**src/rtl/fc_sched_pkg.sv**
```systemverilog
// rtl/fc_sched_pkg.sv - shared states, thresholds and Q4.12 constants for fc_scheduler
package fc_sched_pkg;

    typedef enum logic [1:0] {
        IDLE   = 2'd0,
        ISSUE  = 2'd1,
        WAIT   = 2'd2,
        REPORT = 2'd3
    } state_t;

    localparam logic [15:0] TH_HI_DEF = 16'h0A00;
    localparam logic [15:0] TH_LO_DEF = 16'h0600;

    localparam int          FRAC_BITS = 12;
    localparam logic [15:0] ONE       = 16'h1000;

endpackage

```
**src/rtl/fc_scheduler_rr_arbiter.sv**
```systemverilog
// rtl/fc_scheduler_rr_arbiter.sv - combinational round-robin arbiter, search starts at ptr
module rr_arbiter #(
    parameter int N_CH = 4,
    parameter int CH_W = $clog2(N_CH)
) (
    input  logic [N_CH-1:0] req,
    input  logic [CH_W-1:0] ptr,
    output logic [N_CH-1:0] grant,
    output logic [CH_W-1:0] idx,
    output logic            valid
);

    logic [CH_W-1:0] sel;

    always_comb begin
        grant = '0;
        idx   = '0;
        valid = 1'b0;
        sel   = '0;
        for (int i = 0; i < N_CH; i++) begin
            sel = CH_W'((int'(ptr) + i) % N_CH);
            if (!valid && req[sel]) begin
                valid      = 1'b1;
                grant[sel] = 1'b1;
                idx        = sel;
            end
        end
    end

endmodule

```
**src/rtl/fc_scheduler.sv**
```systemverilog
// rtl/fc_scheduler.sv - round-robin scheduler sharing one FC/sigmoid engine across channels
module fc_scheduler
    import fc_sched_pkg::*;
#(
    parameter int                    N_CH       = 4,
    parameter int                    INPUT_SIZE = 16,
    parameter int                    DATA_WIDTH = 16,
    parameter logic [DATA_WIDTH-1:0] TH_HI      = TH_HI_DEF,
    parameter logic [DATA_WIDTH-1:0] TH_LO      = TH_LO_DEF,
    parameter int                    TIMEOUT    = 64,
    localparam int                   CH_W       = $clog2(N_CH),
    localparam int                   VEC_W      = INPUT_SIZE * DATA_WIDTH
) (
    input  logic                    clk,
    input  logic                    rst_n,
    input  logic [N_CH-1:0]         ch_req,
    input  logic [N_CH*VEC_W-1:0]   ch_h,
    output logic [N_CH-1:0]         ch_ack,
    output logic [VEC_W-1:0]        fc_h,
    output logic                    fc_valid,
    input  logic [DATA_WIDTH-1:0]   fc_prob,
    input  logic                    fc_done,
    output logic                    res_valid,
    output logic [CH_W-1:0]         res_ch,
    output logic [DATA_WIDTH-1:0]   res_prob,
    output logic                    res_jammed,
    output logic                    res_timeout,
    output logic                    switch_req,
    output logic [CH_W-1:0]         switch_ch,
    output logic [N_CH-1:0]         jam_status
);

    localparam int WD_W = $clog2(TIMEOUT + 1);

    state_t                  state, state_nxt;
    logic [CH_W-1:0]         rr_ptr;
    logic [CH_W-1:0]         cur_ch;
    logic [WD_W-1:0]         wd_cnt;
    logic [N_CH-1:0]         arb_grant;
    logic [CH_W-1:0]         arb_idx;
    logic                    arb_valid;
    logic                    wd_end;
    logic [DATA_WIDTH-1:0]   prob_nxt;
    logic                    jam_cur;
    logic                    jam_nxt;

    rr_arbiter #(
        .N_CH (N_CH),
        .CH_W (CH_W)
    ) u_arb (
        .req   (ch_req),
        .ptr   (rr_ptr),
        .grant (arb_grant),
        .idx   (arb_idx),
        .valid (arb_valid)
    );

    // Ack is a Mealy output of IDLE; gating with rst_n keeps it low while reset is held.
    assign ch_ack = (state == IDLE && rst_n) ? arb_grant : '0;

    always_comb begin
        state_nxt = state;
        wd_end    = (wd_cnt == WD_W'(TIMEOUT - 1));
        prob_nxt  = fc_done ? fc_prob : '0;
        jam_cur   = jam_status[cur_ch];
        jam_nxt   = jam_cur;
        if (fc_done) begin
            if (fc_prob > TH_HI) begin
                jam_nxt = 1'b1;
            end else if (fc_prob < TH_LO) begin
                jam_nxt = 1'b0;
            end
        end
        case (state)
            IDLE:    if (arb_valid) state_nxt = ISSUE;
            ISSUE:   state_nxt = WAIT;
            WAIT:    if (fc_done || wd_end) state_nxt = REPORT;
            REPORT:  state_nxt = IDLE;
            default: state_nxt = IDLE;
        endcase
    end

    always_ff @(posedge clk or negedge rst_n) begin
        if (!rst_n) begin
            state <= IDLE;
        end else begin
            state <= state_nxt;
        end
    end

    always_ff @(posedge clk or negedge rst_n) begin
        if (!rst_n) begin
            rr_ptr      <= '0;
            cur_ch      <= '0;
            wd_cnt      <= '0;
            fc_h        <= '0;
            fc_valid    <= 1'b0;
            res_valid   <= 1'b0;
            res_ch      <= '0;
            res_prob    <= '0;
            res_jammed  <= 1'b0;
            res_timeout <= 1'b0;
            switch_req  <= 1'b0;
            switch_ch   <= '0;
            jam_status  <= '0;
        end else begin
            fc_valid   <= 1'b0;
            res_valid  <= 1'b0;
            switch_req <= 1'b0;
            case (state)
                IDLE: begin
                    if (arb_valid) begin
                        fc_h     <= ch_h[int'(arb_idx)*VEC_W +: VEC_W];
                        cur_ch   <= arb_idx;
                        fc_valid <= 1'b1;
                    end
                end
                ISSUE: wd_cnt <= '0;
                WAIT: begin
                    // Result registers load on the way into REPORT so they line up with res_valid.
                    if (fc_done || wd_end) begin
                        res_valid          <= 1'b1;
                        res_ch             <= cur_ch;
                        res_prob           <= prob_nxt;
                        res_timeout        <= !fc_done;
                        res_jammed         <= jam_nxt;
                        jam_status[cur_ch] <= jam_nxt;
                        if (!jam_cur && jam_nxt) begin
                            switch_req <= 1'b1;
                            switch_ch  <= cur_ch;
                        end
                    end else begin
                        wd_cnt <= wd_cnt + WD_W'(1);
                    end
                end
                REPORT: rr_ptr <= (cur_ch == CH_W'(N_CH - 1)) ? '0 : cur_ch + CH_W'(1);
                default: ;
            endcase
        end
    end

endmodule

```
**config.mk**
```make
export PLATFORM = sky130hd
export DESIGN_NAME = fc_scheduler
export DESIGN_NICKNAME = d
export VERILOG_FILES = /design/src/rtl/fc_sched_pkg.sv /design/src/rtl/fc_scheduler_rr_arbiter.sv /design/src/rtl/fc_scheduler.sv
export SDC_FILE = /design/constraint.sdc
export NUM_CORES = 1
export LEC_CHECK = 0
export ABC_AREA = 1
export CORE_AREA = 2 2 517 519
export DETAILED_ROUTE_END_ITERATION = 10
export DIE_AREA = 0 0 519 521
export GPL_TIMING_DRIVEN = 1
export SKIP_LAST_GASP = 1
export SLEW_MARGIN = 20
export SYNTH_ARGS = -nofsm -noshare
export SYNTH_HDL_FRONTEND = slang
export SYNTH_SLANG_ARGS = --single-unit
export TNS_END_PERCENT = 20
```
**constraint.sdc**
```tcl
create_clock -name clk -period 4.2 [get_ports clk]
set_input_delay 0.42 -clock clk [delete_from_list [all_inputs] [get_ports clk]]
set_output_delay 0.42 -clock clk [all_outputs]
set_load 0.005 [all_outputs]
```
==> metrics.yaml <==
status: "completed"
grt_pass1_wl_mm: 293
row_count: 189
cp.required_ps: 3780
crit_buf_inv: 4
synth_ff_type: "dfrtp_1"
r2r_cells: 13
min_period_ps: 3970
p_leak_nw: 19.6
async_reset_ff_frac: 1.00
numCtsBuffers: 49
hold_violations: 0
cts_setup_buffers: 0
period_share: 0.945
synth_edf_count: 0
dp_slack_ps: 224
clkSlewWorstSetupHoldPaths_ps: 60
fp.coreArea_um2: 264000
io_buffers: 1335
layout_commonest_cell: "clkdlybuf4s50_1"
cpMaxStageDelayCell: "clkdlybuf4s50_1"
drt_first_pass_iters: 6
synth_cell_types: 41
max_stage_delay_ps: 550
clock-root-buffer: "clkbuf_16"
final_core_util: 0.158
grt_overflow: 0
crit_cells: 10
clock_skew_ps: 25.0
drive_gt1_frac: 0.0570
yosysSeqAreaShare: 0.332
worstMarginPinSlew_ps: 937
htreeDepth: 2
placed_cells: 8358
syn_area_um2: 22500
synth_warnings: 0
slew_viol_final: 0
vdd_drop_max_mv: 0.757
cts_tree: "built"
cts_num_sinks: 298
drt-initial-drc-count: 1901
die-area_um2: 270000
ioPinCount: 1336
nets: 5939
grt_pass1_vias: 28415
grt_max_degree: 140
grt_usage: 0.164
final_cell_mix: "clkdlybuf4s50_1, nand2_1, nand3_1"
synth_nets: 4723
instances_no_fill: 8500
synth_seq_cells: 298
place.gp.congestion: 0.978
dp_hpwl_mm: 197
multi_input_area_um2: 11400
drcViolationCount: 0
setup_slack_ps: 229
finalSetupViolations: 0
clk_latency_ps: 680
die_w_um: 519
rsz0062_at_grt: "true"
fmax_mhz: 252
via_per_inst: 3.46
path_cells: "inv_1, ha_1, inv_1, nand3_1, nand2_1, nand4_1, o2111ai_2, nand2_1, inv_1, clkdlybuf4s50_1"
syn_avg_cell_area_um2: 6.14
ant_nets: 0
setup.worst_path.start_class: "register"
crit_path_frequent_cell: "inv_1"
syn_to_final_growth_pct: 85.9
slew_headroom: 0.375
cap_violations: 0
synth_cells: 3661
power_density_nw_per_um2: 885
fin_setup_tns_ps: 0
start_util: 0.0850
hold_path_class: "primary input to async pin"
die_y_um: 521
register_area_um2: 7460
cp.arrival_ps: 3550
wl_mm: 231
vias: 29404
worstSetupEndpointType: "primary output"
crit_family: "buffers and inverters"
cts_buffer_depth: 3
critPathMaxFanout: 8
antenna_found_initial: 179
fillerInstances: 30681
path_class: "register to primary output"
wl_per_cell_um: 27.1
-- state kept, by name (all words and copies together) (netlist names), 4 cells and up --
register    cells
jam_status      4
fc_h          256
wd_cnt          7
res_prob       16
-- repair_timing --
action	in CTS	in global routing
gates resized for setup	1	2
endpoints found under the hold margin	23	0
hold buffers	1	0
endpoints found under the setup margin	1	2
-- cell usage after synthesis (3+ instances only) --
cell type / count / share of area
or2_1: 122 / 0.034
inv_1: 693 / 0.12
a21oi_1: 6 / 0.0013
nand2_1: 1253 / 0.21
nand4_1: 3 / 0.00083
a22oi_1: 4 / 0.0013
nor2_4: 3 / 0.0015
or2_2: 112 / 0.031
nand3_1: 802 / 0.18
buf_2: 130 / 0.029
nor2_1: 10 / 0.0017
dfrtp_1: 298 / 0.33
o21ai_0: 15 / 0.0033
nand3_2: 4 / 0.0018
nand2_2: 5 / 0.0014
ha_1: 15 / 0.0083
buf_1: 15 / 0.0025
nor4_1: 4 / 0.0011
a22o_1: 12 / 0.0047
o211ai_1: 43 / 0.014
inv_2: 4 / 0.00067
nand2_4: 4 / 0.0020
buf_4: 10 / 0.0033
clkbuf_1: 72 / 0.012
-- layout make-up --
class	count	share of cell area
clock inverter	23	0.00683
antenna	52	0.00311
inverter	699	0.0631
sequential	298	0.178
tap	3533	0.106
timing repair buffer	1395	0.337
clock buffer	66	0.0338
multi-input combinational	2434	0.272
-- metrics by stage --
step                      cell area, um2  hold WS, ps  power (mW)
after floorplan                    22500          124        18.9
after global placement             39900          378        33.2
after detailed placement           39900          377        33.0
after CTS                          41600          209        37.9
after global routing               41700          265        39.9
final                              41800          280        37.0
-- final timing paths --
path	from	end	slack (ps)
max	rr_ptr[1]$_DFFE_PN0N_	ch_ack[3]	230
min	rst_n	fc_h[4]$_DFFE_PN0P_	280
max reg2reg	rr_ptr[1]$_DFFE_PN0N_	fc_h[179]$_DFFE_PN0P_	290
min reg2reg	res_prob[5]$_DFFE_PN0P_	res_prob[5]$_DFFE_PN0P_	470
max in group asynchronous	rst_n	fc_h[93]$_DFFE_PN0P_	2560
min in group clk	fc_prob[4]	res_prob[4]$_DFFE_PN0P_	370
-- metal layers --
metal,vias up,wire (um),track usage
met5,-,645,0
met4,100,9190,0.0567
met3,366,27700,0.0808
met2,1515,102000,0.260
met1,13767,91600,0.192
li1,13656,-,-
-- power by group --
group / leakage [nW] / total, mW / switching [mW] / internal (mW)
logic: 15.1 / 27.0 / 18.1 / 8.87
registers: 3.70 / 5.44 / 1.05 / 4.39
clock network: 0.805 / 4.54 / 1.88 / 2.66
-- cells by family (layout without fill, tap and decap cells) --
| group | Yosys count | in the layout | synth area share |
|---|---|---|---|
| and+or+nand+nor | 2328 | 2328 | 0.466 |
| DFF | 298 | 298 | 0.332 |
| adders and majority gates | 15 | 15 | 0.00835 |
| AOI/OAI and AO/OA | 88 | 88 | 0.0277 |
| other | 0 | 52 | 0 |
| buffers and inverters | 929 | 2183 | 0.165 |
| xor gates and xnor gates | 3 | 3 | 0.00117 |
(Power assumes the default switching activity.)
